**config.mk**
```make
export PLATFORM = sky130hd
export DESIGN_NAME = uart_fifo_tx
export DESIGN_NICKNAME = d
export VERILOG_FILES = /design/src/rtl/uart_fifo_tx.sv
export SDC_FILE = /design/constraint.sdc
export NUM_CORES = 1
export LEC_CHECK = 0
export BUFFER_PORTS_ARGS = -buffer_cell sky130_fd_sc_hd__buf_2
export CELL_PAD_IN_SITES_DETAIL_PLACEMENT = 1
export CELL_PAD_IN_SITES_GLOBAL_PLACEMENT = 1
export CORE_MARGIN = 1
export CORE_UTILIZATION = 49
export DETAILED_ROUTE_END_ITERATION = 12
export PLACE_DENSITY_LB_ADDON = 0.1
export SYNTH_ARGS = -nofsm -noshare
export SYNTH_HDL_FRONTEND = slang
export SYNTH_SLANG_ARGS = --single-unit
```
**constraint.sdc**
```tcl
create_clock -name rd_clk -period 4.7 [get_ports rd_clk]
set_input_delay 0.705 -clock rd_clk [delete_from_list [all_inputs] [get_ports rd_clk]]
set_output_delay 0.705 -clock rd_clk [all_outputs]
set_load 0.01 [all_outputs]
```
**src/rtl/uart_fifo_tx.sv**
```systemverilog
// uart_fifo_tx
//   Byte-serial UART transmitter that drains the read port of the UART FIFO.
//   It pops one byte per frame, waits out the FIFO read latency, and then
//   shifts the byte out LSB-first with optional parity and 1 or 2 stop bits.
//   Everything runs on the FIFO read clock. All outputs are registered.
//
// Ports
//   rd_clk         FIFO read clock
//   rd_rst         asynchronous, active-high reset
//   fifo_rd_en     pop strobe, one cycle per byte
//   fifo_rd_data   FIFO read data, valid c_RD_LATENCY cycles after the pop
//   fifo_rd_empty  FIFO empty flag
//   tx_enable      allows a new frame to start (sampled in IDLE only)
//   uart_tx        serial line, idle high
//   tx_busy        high from the pop cycle until the end of the stop bits
//   tx_byte_cnt    count of completed frames, wraps at 16 bits
//
// state  | meaning
// -------+------------------------------------------------------------
// IDLE   | line high; pop a byte when enabled and the FIFO is not empty
// FETCH  | pop cycle plus c_RD_LATENCY wait cycles; latch byte and parity
// START  | start bit (line low)
// DATA   | 8 data bits, LSB first
// PARITY | parity bit (skipped when c_PARITY is "NONE")
// STOP   | 1 or 2 stop bits (line high); frame counted on the last cycle

module uart_fifo_tx #(
    parameter int    c_CLKS_PER_BIT = 434,
    parameter int    c_RD_LATENCY   = 1,
    parameter string c_PARITY       = "NONE",
    parameter int    c_STOP_BITS    = 1
) (
    input  logic        rd_clk,
    input  logic        rd_rst,
    output logic        fifo_rd_en,
    input  logic [7:0]  fifo_rd_data,
    input  logic        fifo_rd_empty,
    input  logic        tx_enable,
    output logic        uart_tx,
    output logic        tx_busy,
    output logic [15:0] tx_byte_cnt
);

    localparam logic [15:0] c_BAUD_MAX  = 16'(c_CLKS_PER_BIT - 1);
    localparam logic [1:0]  c_LAT       = 2'(c_RD_LATENCY);
    localparam logic        c_STOP_LAST = 1'(c_STOP_BITS - 1);
    localparam logic        c_HAS_PAR   = (c_PARITY != "NONE");
    localparam logic        c_ODD       = (c_PARITY == "ODD");

    typedef enum logic [2:0] {IDLE, FETCH, START, DATA, PARITY, STOP} state_t;

    state_t      state, state_n;
    logic [15:0] baud_cnt, baud_n;
    logic [2:0]  bit_idx, bit_idx_n;
    logic [1:0]  lat_cnt, lat_n;
    logic        stop_idx, stop_n;
    logic [7:0]  shreg, shreg_n;
    logic        par_bit, par_n;
    logic        tx_n;
    logic        rd_en_n;
    logic        busy_n;
    logic [15:0] cnt_n;
    logic        bit_end;
    logic [2:0]  idx_inc;

    assign bit_end = (baud_cnt == c_BAUD_MAX);
    assign idx_inc = bit_idx + 3'd1;

    always_ff @(posedge rd_clk or posedge rd_rst) begin
        if (rd_rst) begin
            state       <= IDLE;
            baud_cnt    <= '0;
            bit_idx     <= '0;
            lat_cnt     <= '0;
            stop_idx    <= 1'b0;
            shreg       <= '0;
            par_bit     <= 1'b0;
            uart_tx     <= 1'b1;
            fifo_rd_en  <= 1'b0;
            tx_busy     <= 1'b0;
            tx_byte_cnt <= '0;
        end else begin
            state       <= state_n;
            baud_cnt    <= baud_n;
            bit_idx     <= bit_idx_n;
            lat_cnt     <= lat_n;
            stop_idx    <= stop_n;
            shreg       <= shreg_n;
            par_bit     <= par_n;
            uart_tx     <= tx_n;
            fifo_rd_en  <= rd_en_n;
            tx_busy     <= busy_n;
            tx_byte_cnt <= cnt_n;
        end
    end

    // uart_tx is registered, so tx_n is the line value for the cycle after
    // this one: on a bit boundary it already carries the next bit.
    always_comb begin
        state_n   = state;
        baud_n    = bit_end ? 16'd0 : baud_cnt + 16'd1;
        bit_idx_n = bit_idx;
        lat_n     = lat_cnt;
        stop_n    = stop_idx;
        shreg_n   = shreg;
        par_n     = par_bit;
        tx_n      = 1'b1;
        rd_en_n   = 1'b0;
        busy_n    = tx_busy;
        cnt_n     = tx_byte_cnt;

        case (state)
            IDLE: begin
                baud_n = '0;
                if (tx_enable && !fifo_rd_empty) begin
                    rd_en_n = 1'b1;
                    busy_n  = 1'b1;
                    lat_n   = '0;
                    state_n = FETCH;
                end
            end
            FETCH: begin
                // lat_cnt is 0 in the pop cycle; data is valid at c_LAT.
                baud_n = '0;
                if (lat_cnt == c_LAT) begin
                    shreg_n = fifo_rd_data;
                    par_n   = (^fifo_rd_data) ^ c_ODD;
                    tx_n    = 1'b0;
                    state_n = START;
                end else begin
                    lat_n = lat_cnt + 2'd1;
                end
            end
            START: begin
                tx_n = 1'b0;
                if (bit_end) begin
                    state_n   = DATA;
                    bit_idx_n = '0;
                    tx_n      = shreg[0];
                end
            end
            DATA: begin
                tx_n = shreg[bit_idx];
                if (bit_end) begin
                    if (bit_idx == 3'd7) begin
                        if (c_HAS_PAR) begin
                            state_n = PARITY;
                            tx_n    = par_bit;
                        end else begin
                            state_n = STOP;
                            stop_n  = 1'b0;
                            tx_n    = 1'b1;
                        end
                    end else begin
                        bit_idx_n = idx_inc;
                        tx_n      = shreg[idx_inc];
                    end
                end
            end
            PARITY: begin
                tx_n = par_bit;
                if (bit_end) begin
                    state_n = STOP;
                    stop_n  = 1'b0;
                    tx_n    = 1'b1;
                end
            end
            STOP: begin
                if (bit_end) begin
                    if (stop_idx == c_STOP_LAST) begin
                        state_n = IDLE;
                        busy_n  = 1'b0;
                        cnt_n   = tx_byte_cnt + 16'd1;
                    end else begin
                        stop_n = 1'b1;
                    end
                end
            end
            default: state_n = IDLE;
        endcase
    end

endmodule

```
==> results of run 1 <==
-- sequential cells by signal, indices dropped and copies added, names as in the netlist --
name	cells
baud_cnt	16
bit_idx	3
fifo_rd_en	1
lat_cnt	2
par_bit	1
shreg	8
state	3
tx_busy	1
tx_byte_cnt	16
uart_tx	1
-- worst register-to-register path, cell delays in order, from the launching register on --
cell and delay [ns]:
dfrtp_1 0.50, or4b_4 0.58, or4_4 0.70, or3_1 0.44
o311ai_1 0.24
-- area by class of cell --
| class | count | area, um2 | area share |
|---|---|---|---|
| repair buffers | 31 | 158 | 0.0520 |
| multi-input cells | 194 | 1350 | 0.445 |
| flip-flops and latches | 52 | 1300 | 0.430 |
| clock buffers | 6 | 72.6 | 0.0240 |
| clock inverters | 2 | 35.0 | 0.0116 |
| inverters | 7 | 26.3 | 0.00867 |
| well taps | 70 | 87.6 | 0.0289 |
-- stage by stage --
stage               instance area (um2)  hold slack, ns
floorplan                          2740           0.453
global placement                   2920           0.455
detailed placement                 2920           0.461
CTS                                3030           0.476
global route                       3030           0.504
finish                             3030           0.471
-- cells in the mapped netlist --
master,n,area (um2)
a221oi_1,1,8.76
o31ai_1,1,7.51
buf_6,3,33.8
xor2_1,22,193
nand2b_1,5,31.3
clkbuf_1,8,30.0
nor2_1,21,78.8
a211oi_1,1,7.51
xnor2_1,12,105
a2bb2oi_1,1,8.76
or3_1,5,31.3
nor3b_1,1,7.51
and2_1,4,25.0
or4_1,1,7.51
mux2_2,9,101
o2bb2ai_1,2,17.5
nand2_1,18,67.6
nor4_1,4,25.0
o211ai_1,1,7.51
or4b_4,1,13.8
mux2i_1,6,60.1
clkinv_1,1,3.75
or2_2,1,6.26
o21ai_0,9,45.0
o22ai_1,1,6.26
nor2b_1,2,12.5
a2111o_1,1,11.3
dfrtp_1,51,1280
a21boi_0,1,7.51
a21o_1,1,7.51
mux4_2,2,45.0
a21oi_1,8,40.0
and4b_1,1,10.0
nand3_1,12,60.1
ha_1,6,75.1
or4_4,1,11.3
nand4_1,12,75.1
inv_1,6,22.5
and4_1,5,43.8
o311ai_1,1,8.76
nor3_1,10,50.1
dfstp_2,1,26.3
and3_1,3,18.8
a311oi_1,1,8.76
-- power breakdown --
group	switching (W)	total, W	internal [W]	leakage (nW)
Sequential	0.0000962	0.000625	0.000529	0.673
Clock	0.000146	0.000305	0.000158	0.0552
Combinational	0.000124	0.000255	0.000131	0.680
Total	0.000367	0.00118	0.000818	1.41
-- worst paths after layout --
path | from | depth (start not counted) | slack [ns] | endpoint
hold / removal | tx_byte_cnt[15] | 1 | 0.47 | tx_byte_cnt[15]
hold reg to reg | tx_byte_cnt[15] | 1 | 0.47 | tx_byte_cnt[15]
max in group asynchronous | rd_rst | 3 | 3.70 | baud_cnt[5]
setup / recovery | baud_cnt[6] | 4 | 2.15 | bit_idx[0]
setup reg to reg | baud_cnt[6] | 4 | 2.15 | bit_idx[0]
min in group asynchronous | rd_rst | 3 | 0.56 | tx_byte_cnt[15]
-- kinds of logic (layout without fill, tap and decap cells) --
| family | count (synthesis) | count (layout) | share of synthesized area |
|---|---|---|---|
| multiplexers | 17 | 17 | 0.0753 |
| adder cells (fa/ha/maj) | 6 | 6 | 0.0274 |
| AO/OA/AOI/OAI | 30 | 30 | 0.0703 |
| flip-flops | 52 | 52 | 0.475 |
| XOR/XNOR | 34 | 34 | 0.109 |
| AND/OR/NAND/NOR | 107 | 107 | 0.210 |
| buffers and inverters | 18 | 46 | 0.0329 |
-- metal layers --
| metal | vias to the layer above | GRT usage | part of all wire |
|---|---|---|---|
| li1 | 997 | - | - |
| met5 | - | 0 | 0 |
| met4 | 0 | 0.0481 | 0.0079 |
| met1 | 1050 | 0.303 | 0.48 |
| met2 | 37 | 0.379 | 0.49 |
| met3 | 4 | 0.0381 | 0.026 |
==> results.yml, run 1 <==
outcome:
  run_status: "completed"
critical_path:
  critPathRequiredTime_ns: 4.91
  critPathSlowestCell: "or4_4"
  timing.critical_path.buf_inv: 0
  path_cells: "or4b_4, or4_4, or3_1, o311ai_1"
  startpoint_type: "flop"
  critPathMaxStageDelay_ns: 0.70
  critPathKind: "flop to flop"
  crit_family: "simple AND/OR/NAND/NOR gates"
  cp-end-kind: "flop"
  cp_max_fo: 24
  crit_arrival_ns: 2.76
route:
  antenna_left: 0
  wl_per_cell_um: 16.1
  vias: 2088
  routed_wl_mm: 5.84
  drc_errors: 0
  via_per_inst: 5.77
  drt_iter0_markers: 82
  drtPass1Iterations: 4
finish:
  fin_util: 0.578
  drive_gt1_frac: 0.185
  num-fill-cells: 599
  instances_no_fill: 362
  mostFrequentLayoutCells: "dfrtp_1 (51), buf_2 (30), xor2_1 (22)"
  antenna_cells: 0
  final_common_cell: "dfrtp_1"
  finalNetCount: 309
  area_growth_pct: 10.5
floorplan:
  std_cell_rows: 26
  die_h_um: 76.8
  dieArea_mm2: 0.00590
  die_w_um: 76.8
  core_mm2: 0.00524
  pin_count: 31
  initial_core_util: 0.523
power_and_ir_drop:
  ir_drop_uv: 221
  totalPowerFinal_w: 0.00118
  p_leak_nw: 1.41
  p_per_area_mw_per_mm2: 391
clock_tree:
  cts_tree: "done"
  clkLatencyLatePin_ns: 0.30
  htreeDepth: 2
  cts_buffers: 5
  root_buffer: "clkbuf_8"
  cts_resized: 0
  clock-sinks: 52
  clkTransAtPathRegs_ns: 0.10
  post_cts_buffers: 0
  clockBufferDepth: 2
  hold_buffers: 0
logic_synthesis:
  synth_area_mm2: 0.00274
  synth_fp_nets: 282
  syn-instance-count: 264
  synth.yosys.seq_area_share: 0.475
  avgSynthCellArea_um2: 10.4
  yosysWarnings: 0
  ys_seq_elements: 52
  synthDistinctLibCells: 44
placed_design:
  dp_slack_ns: 2.16
  hpwl_mm: 4.14
  gp_congestion: 0.774
  post-place-cells: 354
  port_buffers: 30
sta:
  fin_skew_ns: 0.00762
  hold_viol: 0
  tns_ns: 0
  tightest_slew_ns: 0.914
  fmax_ghz: 0.393
  finalCritPeriodShare: 0.542
  timing.slew.headroom: 0.385
  slew_viol_final: 0
  setup_viol: 0
  period_minus_slack_ns: 2.55
  rsz0062_at_grt: "no"
  finalWorstSetupSlack_ns: 2.15
global_routing:
  grt_max_degree: 53
  grt_overflow: 0
  grt_pass1_vias: 2185
  antenna_found_initial: 0
  grt_first_pass_wirelength_mm: 10.7
  gr-usage-all-layers: 0.225
run:
  cap_violations: 0
worst_hold_path:
  hp-class: "flop to flop"
No activity file was read; power rests on OpenSTA's default activity.
==> run 2: changes to the inputs <==
--- a/config.mk
+++ b/config.mk
@@ -9,7 +9,7 @@
 export CELL_PAD_IN_SITES_DETAIL_PLACEMENT = 1
 export CELL_PAD_IN_SITES_GLOBAL_PLACEMENT = 1
 export CORE_MARGIN = 1
-export CORE_UTILIZATION = 49
+export CORE_UTILIZATION = 41
 export DETAILED_ROUTE_END_ITERATION = 12
 export PLACE_DENSITY_LB_ADDON = 0.1
 export SYNTH_ARGS = -nofsm -noshare
==> constraint.sdc (replaced) <==
create_clock -name rd_clk -period 2.1 [get_ports rd_clk]
set_input_delay 0.315 -clock rd_clk [delete_from_list [all_inputs] [get_ports rd_clk]]
set_output_delay 0.315 -clock rd_clk [all_outputs]
set_load 0.01 [all_outputs]
==> results.yml, run 2 (synthesized netlist as in run 1, its figures left out) <==
route:
  routed_wl_mm: 6.28
  via_per_inst: 5.48
  drt_iter0_markers: 72
  vias: 2149
  antenna_left: 0
  drtPass1Iterations: 4
  wl_per_cell_um: 16.0
  drc_errors: 0
power_and_ir_drop:
  ir_drop_uv: 436
  p_leak_nw: 1.63
  p_per_area_mw_per_mm2: 829
finish:
  mostFrequentLayoutCells: "dfrtp_1 (51), buf_2 (30), xor2_1 (22)"
  instances_no_fill: 392
  reg_top3: "baud_cnt (16), tx_byte_cnt (16), shreg (8)"
  final_common_cell: "dfrtp_1"
  area_growth_pct: 24.1
  antenna_cells: 0
  drive_gt1_frac: 0.298
  finalNetCount: 332
global_routing:
  grt_pass1_vias: 2210
  grt_first_pass_wirelength_mm: 11.0
  antenna_found_initial: 0
  grt_overflow: 0
  grt_max_degree: 53
  gr-usage-all-layers: 0.198
sta:
  fmax_ghz: 0.435
  finalWorstSetupSlack_ns: -0.200
  timing.slew.headroom: 0.550
  fin_skew_ns: 0.0116
  period_minus_slack_ns: 2.30
  hold_viol: 0
  tightest_slew_ns: 0.676
  finalCritPeriodShare: 1.10
  slew_viol_final: 0
  rsz0062_at_grt: "yes"
  setup_viol: 37
critical_path:
  critPathSlowestCell: "or4_4"
  critPathRequiredTime_ns: 2.32
  crit_start: "baud_cnt[1]"
  crit_arrival_ns: 2.52
  critPathKind: "flop to flop"
  r2r_start: "baud_cnt[1]"
  cp_max_fo: 4
  critPathMaxStageDelay_ns: 0.57
  cp-end-kind: "flop"
  startpoint_type: "flop"
  path_cells: "inv_1, ha_1, or4b_4, or4_4, or3_4, o311ai_2"
clock_tree:
  root_buffer: "clkbuf_8"
  clockBufferDepth: 2
  htreeDepth: 2
  cts_buffers: 5
  clkTransAtPathRegs_ns: 0.10
  clock-sinks: 52
  clkLatencyLatePin_ns: 0.31
  cts_tree: "done"
placed_design:
  gp_congestion: 0.745
  port_buffers: 30
  dp_slack_ns: -0.252
  post-place-cells: 382
  hpwl_mm: 4.48
floorplan:
  pin_count: 31
  core_mm2: 0.00639
  dieArea_mm2: 0.00701
  initial_core_util: 0.429
  die_w_um: 83.8
  std_cell_rows: 29
  die_h_um: 83.8
worst_hold_path:
  hp-class: "primary input to asynchronous set/reset pin"
outcome:
  run_status: "finished with violations"
  violations: "setup timing"
run:
  cap_violations: 0
run 2: cell count changes in the layout (fill, tap and decap cells not counted), moves of 2 or more:
| cell | before | now |
|---|---|---|
| clkbuf_8 | 5 | 7 |
| nor4_1 | 4 | 1 |
| nor3_2 | 0 | 6 |
| buf_4 | 1 | 20 |
| nor4_4 | 0 | 3 |
| nor3_1 | 10 | 3 |
run 2: layout make-up:
| class | instances | area (um2) |
|---|---|---|
| inverter | 7 | 26.3 |
| clock inverter | 1 | 30.0 |
| multi-input combinational | 194 | 1470 |
| timing repair buffer | 54 | 379 |
| clock buffer | 7 | 96.3 |
| tap | 77 | 96.3 |
| sequential | 52 | 1300 |
| fill | 709 | 2990 |
run 2: power by group:
group          switching, W  internal (W)  total [W]  leakage (nW)
Clock              0.000333      0.000421   0.000753        0.0645
Sequential         0.000181       0.00118    0.00136         0.673
Combinational      0.000334      0.000369   0.000703         0.893
Total              0.000847       0.00197    0.00282          1.63
run 2: repair_timing:
action	in CTS	in global routing
resized for setup	2	7
pin swaps	1	6
setup endpoints to repair	36	38
hold buffers	0	0
cloned	1	0
buffers inserted	0	1
run 2: per-layer routing:
layer	wire length, um	vias to the layer above	global-route usage
li1	-	1040	-
met1	3090	1068	0.284
met2	2920	32	0.307
met3	168	9	0.0317
met4	95	0	0.0663
met5	0	-	0
run 2: through the flow:
step	total power (W)	TNS, ns	util	area [um2]	hold slack (ns)
2_1_floorplan	0.00182	-0.888	-	2850	0.448
3_3_place_gp	0.00203	-1.94	0.500	3200	0.452
3_5_place_dp	0.00206	-2.59	0.500	3200	0.455
4_1_cts	0.00284	-3.74	0.526	3360	0.195
5_1_grt	0.00302	-7.19	0.533	3400	0.240
6_report	0.00282	-3.25	0.533	3400	0.169
run 2: final timing paths:
check                                       end  slack, ns  depth (start not counted)
worst max-delay path                 bit_idx[0]      -0.20                          6
worst min-delay path               baud_cnt[10]       0.17                          3
worst max register to register       bit_idx[0]      -0.20                          6
worst min register to register  tx_byte_cnt[15]       0.46                          1
max in group asynchronous            lat_cnt[1]       1.47                          3
min in group rd_clk                    shreg[4]       0.26                          2
run 2: worst max-delay path, delay by kind of cell, from the launching register on:
family,cells,cell delay [ns]
AND/OR/NAND/NOR,3,1.44
flip-flops,1,0.38
AO/OA/AOI/OAI,1,0.20
adder cells (fa/ha/maj),1,0.14
buffers and inverters,1,0.05
